File: src/rtl/game_pkg.sv
`default_nettype none
// ============================================================================
// Module   : game_pkg
// Brief    : Shared encodings, widths and score helper for the game session.
// Revision : 1.0
// ============================================================================
package game_pkg;

   localparam int COORD_W    = 5;
   localparam int SCORE_W    = 8;
   localparam int BONUS_STEP = 5;

   localparam logic [2:0] ST_IDLE = 3'd0;
   localparam logic [2:0] ST_LOAD = 3'd1;
   localparam logic [2:0] ST_PLAY = 3'd2;
   localparam logic [2:0] ST_WIN  = 3'd3;
   localparam logic [2:0] ST_LOSE = 3'd4;

   localparam logic [1:0] LV_NONE = 2'd0;
   localparam logic [1:0] LV_EASY = 2'd1;
   localparam logic [1:0] LV_MED  = 2'd2;
   localparam logic [1:0] LV_HARD = 2'd3;

   // Add is clamped before subtract so a shared tile nets -5 from a saturated score.
   function automatic logic [SCORE_W-1:0] apply_bonus(input logic [SCORE_W-1:0] s,
                                                      input logic add,
                                                      input logic sub);
      logic [SCORE_W:0] t;
      t = {1'b0, s};
      if (add) begin
         t = t + (SCORE_W+1)'(BONUS_STEP);
         if (t[SCORE_W]) t = {1'b0, {SCORE_W{1'b1}}};
      end
      if (sub) begin
         if (t < (SCORE_W+1)'(BONUS_STEP)) t = '0;
         else t = t - (SCORE_W+1)'(BONUS_STEP);
      end
      return t[SCORE_W-1:0];
   endfunction

endpackage
`default_nettype wire

File: src/rtl/game_tick_timer.sv
`default_nettype none
// ============================================================================
// Module   : game_tick_timer
// Brief    : One-second prescaler and saturating seconds-remaining counter.
// Revision : 1.0
// ============================================================================
module game_tick_timer #(
   parameter int TICK_DIV   = 50000000,
   parameter int TIME_LIMIT = 99
) (
   input  logic       clock,
   input  logic       resetn,
   input  logic       enable,
   input  logic       load,
   output logic       tick,
   output logic [7:0] time_left,
   output logic       expired
);

   localparam int            CW     = (TICK_DIV > 1) ? $clog2(TICK_DIV) : 1;
   localparam logic [CW-1:0] c_last = CW'(TICK_DIV - 1);

   logic [CW-1:0] r_cnt;
   logic [7:0]    r_time;

   assign tick      = enable && (r_cnt == c_last);
   assign time_left = r_time;
   assign expired   = (r_time == 8'd0);

   always_ff @(posedge clock or negedge resetn) begin
      if (!resetn) begin
         r_cnt  <= '0;
         r_time <= 8'(TIME_LIMIT);
      end else if (load) begin
         r_cnt  <= '0;
         r_time <= 8'(TIME_LIMIT);
      end else if (enable) begin
         if (tick) begin
            r_cnt <= '0;
            if (r_time != 8'd0) r_time <= r_time - 8'd1;
         end else begin
            r_cnt <= r_cnt + CW'(1);
         end
      end
   end

endmodule
`default_nettype wire

File: src/rtl/game_session_ctrl.sv
`default_nettype none
// ============================================================================
// Module   : game_session_ctrl
// Brief    : Maze game session sequencer: arm, load, timed play, bonus tiles.
// Revision : 1.0
// ============================================================================
module game_session_ctrl
   import game_pkg::*;
#(
   parameter int TICK_DIV   = 50000000,
   parameter int TIME_LIMIT = 99,
   parameter int SCORE_INIT = 50
) (
   input  logic               clock,
   input  logic               resetn,
   input  logic               play_hard,
   input  logic               play_medium,
   input  logic               play_easy,
   input  logic               ext_reset,
   input  logic [COORD_W-1:0] plus_x,
   input  logic [COORD_W-1:0] plus_y,
   input  logic [COORD_W-1:0] minus_x,
   input  logic [COORD_W-1:0] minus_y,
   input  logic               start,
   input  logic               load_ack,
   input  logic               move_valid,
   input  logic [COORD_W-1:0] player_x,
   input  logic [COORD_W-1:0] player_y,
   input  logic               at_exit,
   output logic               load_req,
   output logic [1:0]         level,
   output logic [2:0]         state,
   output logic [SCORE_W-1:0] score,
   output logic [7:0]         time_left,
   output logic               plus_used,
   output logic               minus_used,
   output logic               game_won,
   output logic               game_lost
);

   logic [2:0]         r_state;
   logic [1:0]         r_level;
   logic [COORD_W-1:0] r_plus_x, r_plus_y, r_minus_x, r_minus_y;
   logic [SCORE_W-1:0] r_score;
   logic               r_plus_used, r_minus_used;

   logic [1:0] w_sel_level;
   logic       w_arm, w_abort, w_in_play, w_hit_plus, w_hit_minus;
   logic       w_expired, w_unused_tick;

   always_comb begin
      w_sel_level = LV_NONE;
      if (play_hard)        w_sel_level = LV_HARD;
      else if (play_medium) w_sel_level = LV_MED;
      else if (play_easy)   w_sel_level = LV_EASY;
   end

   assign w_arm       = (r_state == ST_IDLE) && start && $onehot({play_hard, play_medium, play_easy});
   assign w_abort     = (r_state != ST_IDLE) && ext_reset;
   assign w_in_play   = (r_state == ST_PLAY);
   assign w_hit_plus  = w_in_play && move_valid && !r_plus_used &&
                        (player_x == r_plus_x) && (player_y == r_plus_y);
   assign w_hit_minus = w_in_play && move_valid && !r_minus_used &&
                        (player_x == r_minus_x) && (player_y == r_minus_y);

   // An abort freezes the clock so the timer never runs on the way out of PLAY.
   game_tick_timer #(
      .TICK_DIV   (TICK_DIV),
      .TIME_LIMIT (TIME_LIMIT)
   ) u_timer (
      .clock     (clock),
      .resetn    (resetn),
      .enable    (w_in_play && !ext_reset),
      .load      (w_arm),
      .tick      (w_unused_tick),
      .time_left (time_left),
      .expired   (w_expired)
   );

   always_ff @(posedge clock or negedge resetn) begin
      if (!resetn) begin
         r_state      <= ST_IDLE;
         r_level      <= LV_NONE;
         r_plus_x     <= '0;
         r_plus_y     <= '0;
         r_minus_x    <= '0;
         r_minus_y    <= '0;
         r_score      <= SCORE_W'(SCORE_INIT);
         r_plus_used  <= 1'b0;
         r_minus_used <= 1'b0;
      end else if (w_abort) begin
         r_state      <= ST_IDLE;
         r_level      <= LV_NONE;
         r_plus_used  <= 1'b0;
         r_minus_used <= 1'b0;
      end else begin
         case (r_state)
            ST_IDLE: begin
               if (w_arm) begin
                  r_state      <= ST_LOAD;
                  r_level      <= w_sel_level;
                  r_plus_x     <= plus_x;
                  r_plus_y     <= plus_y;
                  r_minus_x    <= minus_x;
                  r_minus_y    <= minus_y;
                  r_score      <= SCORE_W'(SCORE_INIT);
                  r_plus_used  <= 1'b0;
                  r_minus_used <= 1'b0;
               end
            end
            ST_LOAD: begin
               if (load_ack) r_state <= ST_PLAY;
            end
            ST_PLAY: begin
               r_score <= apply_bonus(r_score, w_hit_plus, w_hit_minus);
               if (w_hit_plus)  r_plus_used  <= 1'b1;
               if (w_hit_minus) r_minus_used <= 1'b1;
               // Reaching the exit outranks running out of time on the same cycle.
               if (move_valid && at_exit) r_state <= ST_WIN;
               else if (w_expired)        r_state <= ST_LOSE;
            end
            ST_WIN, ST_LOSE: begin
               if (start) r_state <= ST_IDLE;
            end
            default: r_state <= ST_IDLE;
         endcase
      end
   end

   assign state      = r_state;
   assign level      = r_level;
   assign score      = r_score;
   assign load_req   = (r_state == ST_LOAD);
   assign plus_used  = r_plus_used;
   assign minus_used = r_minus_used;
   assign game_won   = (r_state == ST_WIN);
   assign game_lost  = (r_state == ST_LOSE);

endmodule
`default_nettype wire

File: config.mk
export PLATFORM = sky130hd
export DESIGN_NAME = game_session_ctrl
export DESIGN_NICKNAME = d
export VERILOG_FILES = /design/src/rtl/game_pkg.sv /design/src/rtl/game_tick_timer.sv /design/src/rtl/game_session_ctrl.sv
export SDC_FILE = /design/constraint.sdc
export NUM_CORES = 1
export LEC_CHECK = 0
export ABC_AREA = 0
export CORE_ASPECT_RATIO = 0.5
export CORE_UTILIZATION = 40
export CTS_BUF_LIST = sky130_fd_sc_hd__clkbuf_16
export CTS_CLUSTER_SIZE = 14
export DETAILED_ROUTE_END_ITERATION = 10
export PLACE_DENSITY = 0.63
export SLEW_MARGIN = 20
export SYNTH_ARGS = -nofsm -noshare
export SYNTH_HDL_FRONTEND = slang
export SYNTH_HIERARCHICAL = 1
export SYNTH_SLANG_ARGS = --single-unit
File: constraint.sdc
create_clock -name clock -period 3.42 [get_ports clock]
set_input_delay 0.513 -clock clock [delete_from_list [all_inputs] [get_ports clock]]
set_output_delay 0.513 -clock clock [all_outputs]
set_load 0.01 [all_outputs]
==> impl_metrics.yaml <==
outcome:
  status: "finished clean"
drt:
  drtIter0Drc: 135
  routed_wl_mm: 9.79
  vias: 3407
  drcViolationCount: 0
  vias_per_cell: 5.29
  ant_nets: 0
  first_pass_iters: 4
  wire_per_inst_um: 15.2
hold_path:
  worstHoldPathType: "input port to async pin"
clocking:
  cts_tree: "done"
  ctsHoldBuffers: 0
  cts_resized: 0
  cts-root-buf: "clkbuf_16"
  clkTransAtPathRegs_ps: 50
  post_cts_buffers: 0
  cts_max_path_buffers: 2
  htreeDepth: 3
  cts_buffers: 9
  clk_latency_ps: 340
  cts_num_sinks: 69
floorplanning:
  start_util_pct: 42.5
  fp.dieArea_um2: 10800
  rows: 25
  chipWidth_um: 146
  io_pins: 66
  die_h_um: 73.9
  coreArea_um2: 9730
timing:
  worst_slew_pin_slew_ps: 669
  fin_crit_sh_pct: 86.0
  setup_tns_ps: 0
  setup_viol: 0
  rsz0062_at_grt: "false"
  final.min_clock_period_ps: 2940
  hold_viol: 0
  fmax_mhz: 340
  setup_ws_ps: 479
  slew_headroom_pct: 55.4
  fin_skew_ps: 5.38
  slew_viol_final: 0
global_routing:
  track_usage_pct: 19.7
  grt.overflow.total: 0
  grt_first_pass_wirelength_mm: 16.4
  grt_pass1_vias: 3305
  antenna_found_initial: 0
  grt_start_max_net_pins: 46
critical_path:
  end_kind: "flop"
  critPathRequiredTime_ps: 3640
  crit_type: "input port to flop"
  worstPathMaxFanout: 5
  arrival_ps: 3160
  critPathLaunchType: "input port"
placed_design:
  pre_cts_ws_ps: 142
  hpwl_mm: 7.34
  globalplace.congestion: 0.826
  io_buffers: 65
final_layout:
  areaGrowthSynthToFinish_pct: 29.1
  drive_above_1_share_pct: 15.7
  final_util_pct: 54.9
  nFillCells: 874
  nNetsFinal: 549
  diodes: 0
logic_synthesis:
  ys_warn_count: 6
  syn_inst: 424
  synth_area_per_cell_um2: 9.76
  syn-num-nets: 468
  syn_area_um2: 4140
flow_run:
  cap_violations: 0
pwr:
  power_density_nw_per_um2: 575
  p_leak_nw: 2.21
  ir_worst_vdd_uv: 262
## routing by layer
metal | part of all wire, % | wire (µm) | global-route usage (%) | vias up
met5 | 0 | 0 | 0 | -
met3 | 3.2 | 313 | 6.13 | 12
met4 | 1.1 | 111 | 5.50 | 0
met2 | 46 | 4540 | 32.4 | 47
li1 | - | - | - | 1698
met1 | 49 | 4830 | 25.4 | 1650
## report_power, final
part / internal, mW / switching [mW]
Clock: 0.627 / 0.333
Combinational: 0.483 / 0.410
Sequential: 1.03 / 0.195
Total: 2.14 / 0.938
## area by class of cell
| class | count | area [µm²] | area share (%) |
|---|---|---|---|
| multi-input cells | 330 | 2310 | 43.3 |
| clock buffers | 9 | 225 | 4.21 |
| inverters | 13 | 48.8 | 0.913 |
| flip-flops and latches | 69 | 1740 | 32.5 |
| repair buffers | 82 | 773 | 14.5 |
| clock inverters | 6 | 80.1 | 1.50 |
| well taps | 135 | 169 | 3.16 |
## cell usage in the layout (no fill, tap or decap), drive strengths merged, types with 2 or more instances in the layout
cell type,instances
clkbuf,9
ha,3
dfrtp,62
or2,3
o2111ai,2
o31ai,3
a31oi,3
mux2,22
dfstp,7
o21ai,12
clkinv,2
inv,14
bufinv,2
o211ai,2
nor2,55
nand2b,7
and4,2
or4,7
or3,3
nor3,9
nor4b,5
a22o,3
a21oi,18
clkdlybuf4s50,64
o22a,3
nand3,22
or2b,3
buf,18
o22ai,2
xor2,31
and3,3
xnor2,18
mux2i,7
o21a,4
nand3b,4
nand4,15
nor2b,6
nor4,14
nand2,24
## critical path: stages
cell and delay (ps):
clkdlybuf4s50_1 450, xor2_1 160, or4_1 610, nor4_2 420
xor2_1 140, nor4b_2 380, a31oi_4 160, a21boi_1 160
o21ba_1 180
## metrics by stage
step	total power, mW	instance area (µm²)	std cells	hold slack, ps
floorplan	1.75	4140	424	217
global placement	2.10	5040	629	514
detailed placement	2.13	5040	629	518
CTS	3.11	5350	644	222
global route	3.27	5350	644	249
finish	3.08	5350	644	206
## registers in the layout, summed over array words and instances, names as in the netlist
signal	cells
u_timer/time_left	8
plus_used	1
minus_used	1
r_plus_x	5
r_plus_y	5
r_minus_y	5
state	3
level	2
r_minus_x	5
u_timer/r_cnt	26
score	8
## worst paths after layout
path | startpoint | endpoint | slack (ps) | cells past startpoint
max | player_y[0] | score[6] | 480 | 9
min | resetn | u_timer/r_cnt[13] | 210 | 1
max reg2reg | state[1] | score[6] | 600 | 8
min reg2reg | r_minus_y[4] | r_minus_y[4] | 530 | 1
max in group asynchronous | resetn | score[4] | 2400 | 2
min in group clock | r_minus_y[4] | r_minus_y[4] | 530 | 1
(Power assumes the default switching activity.)
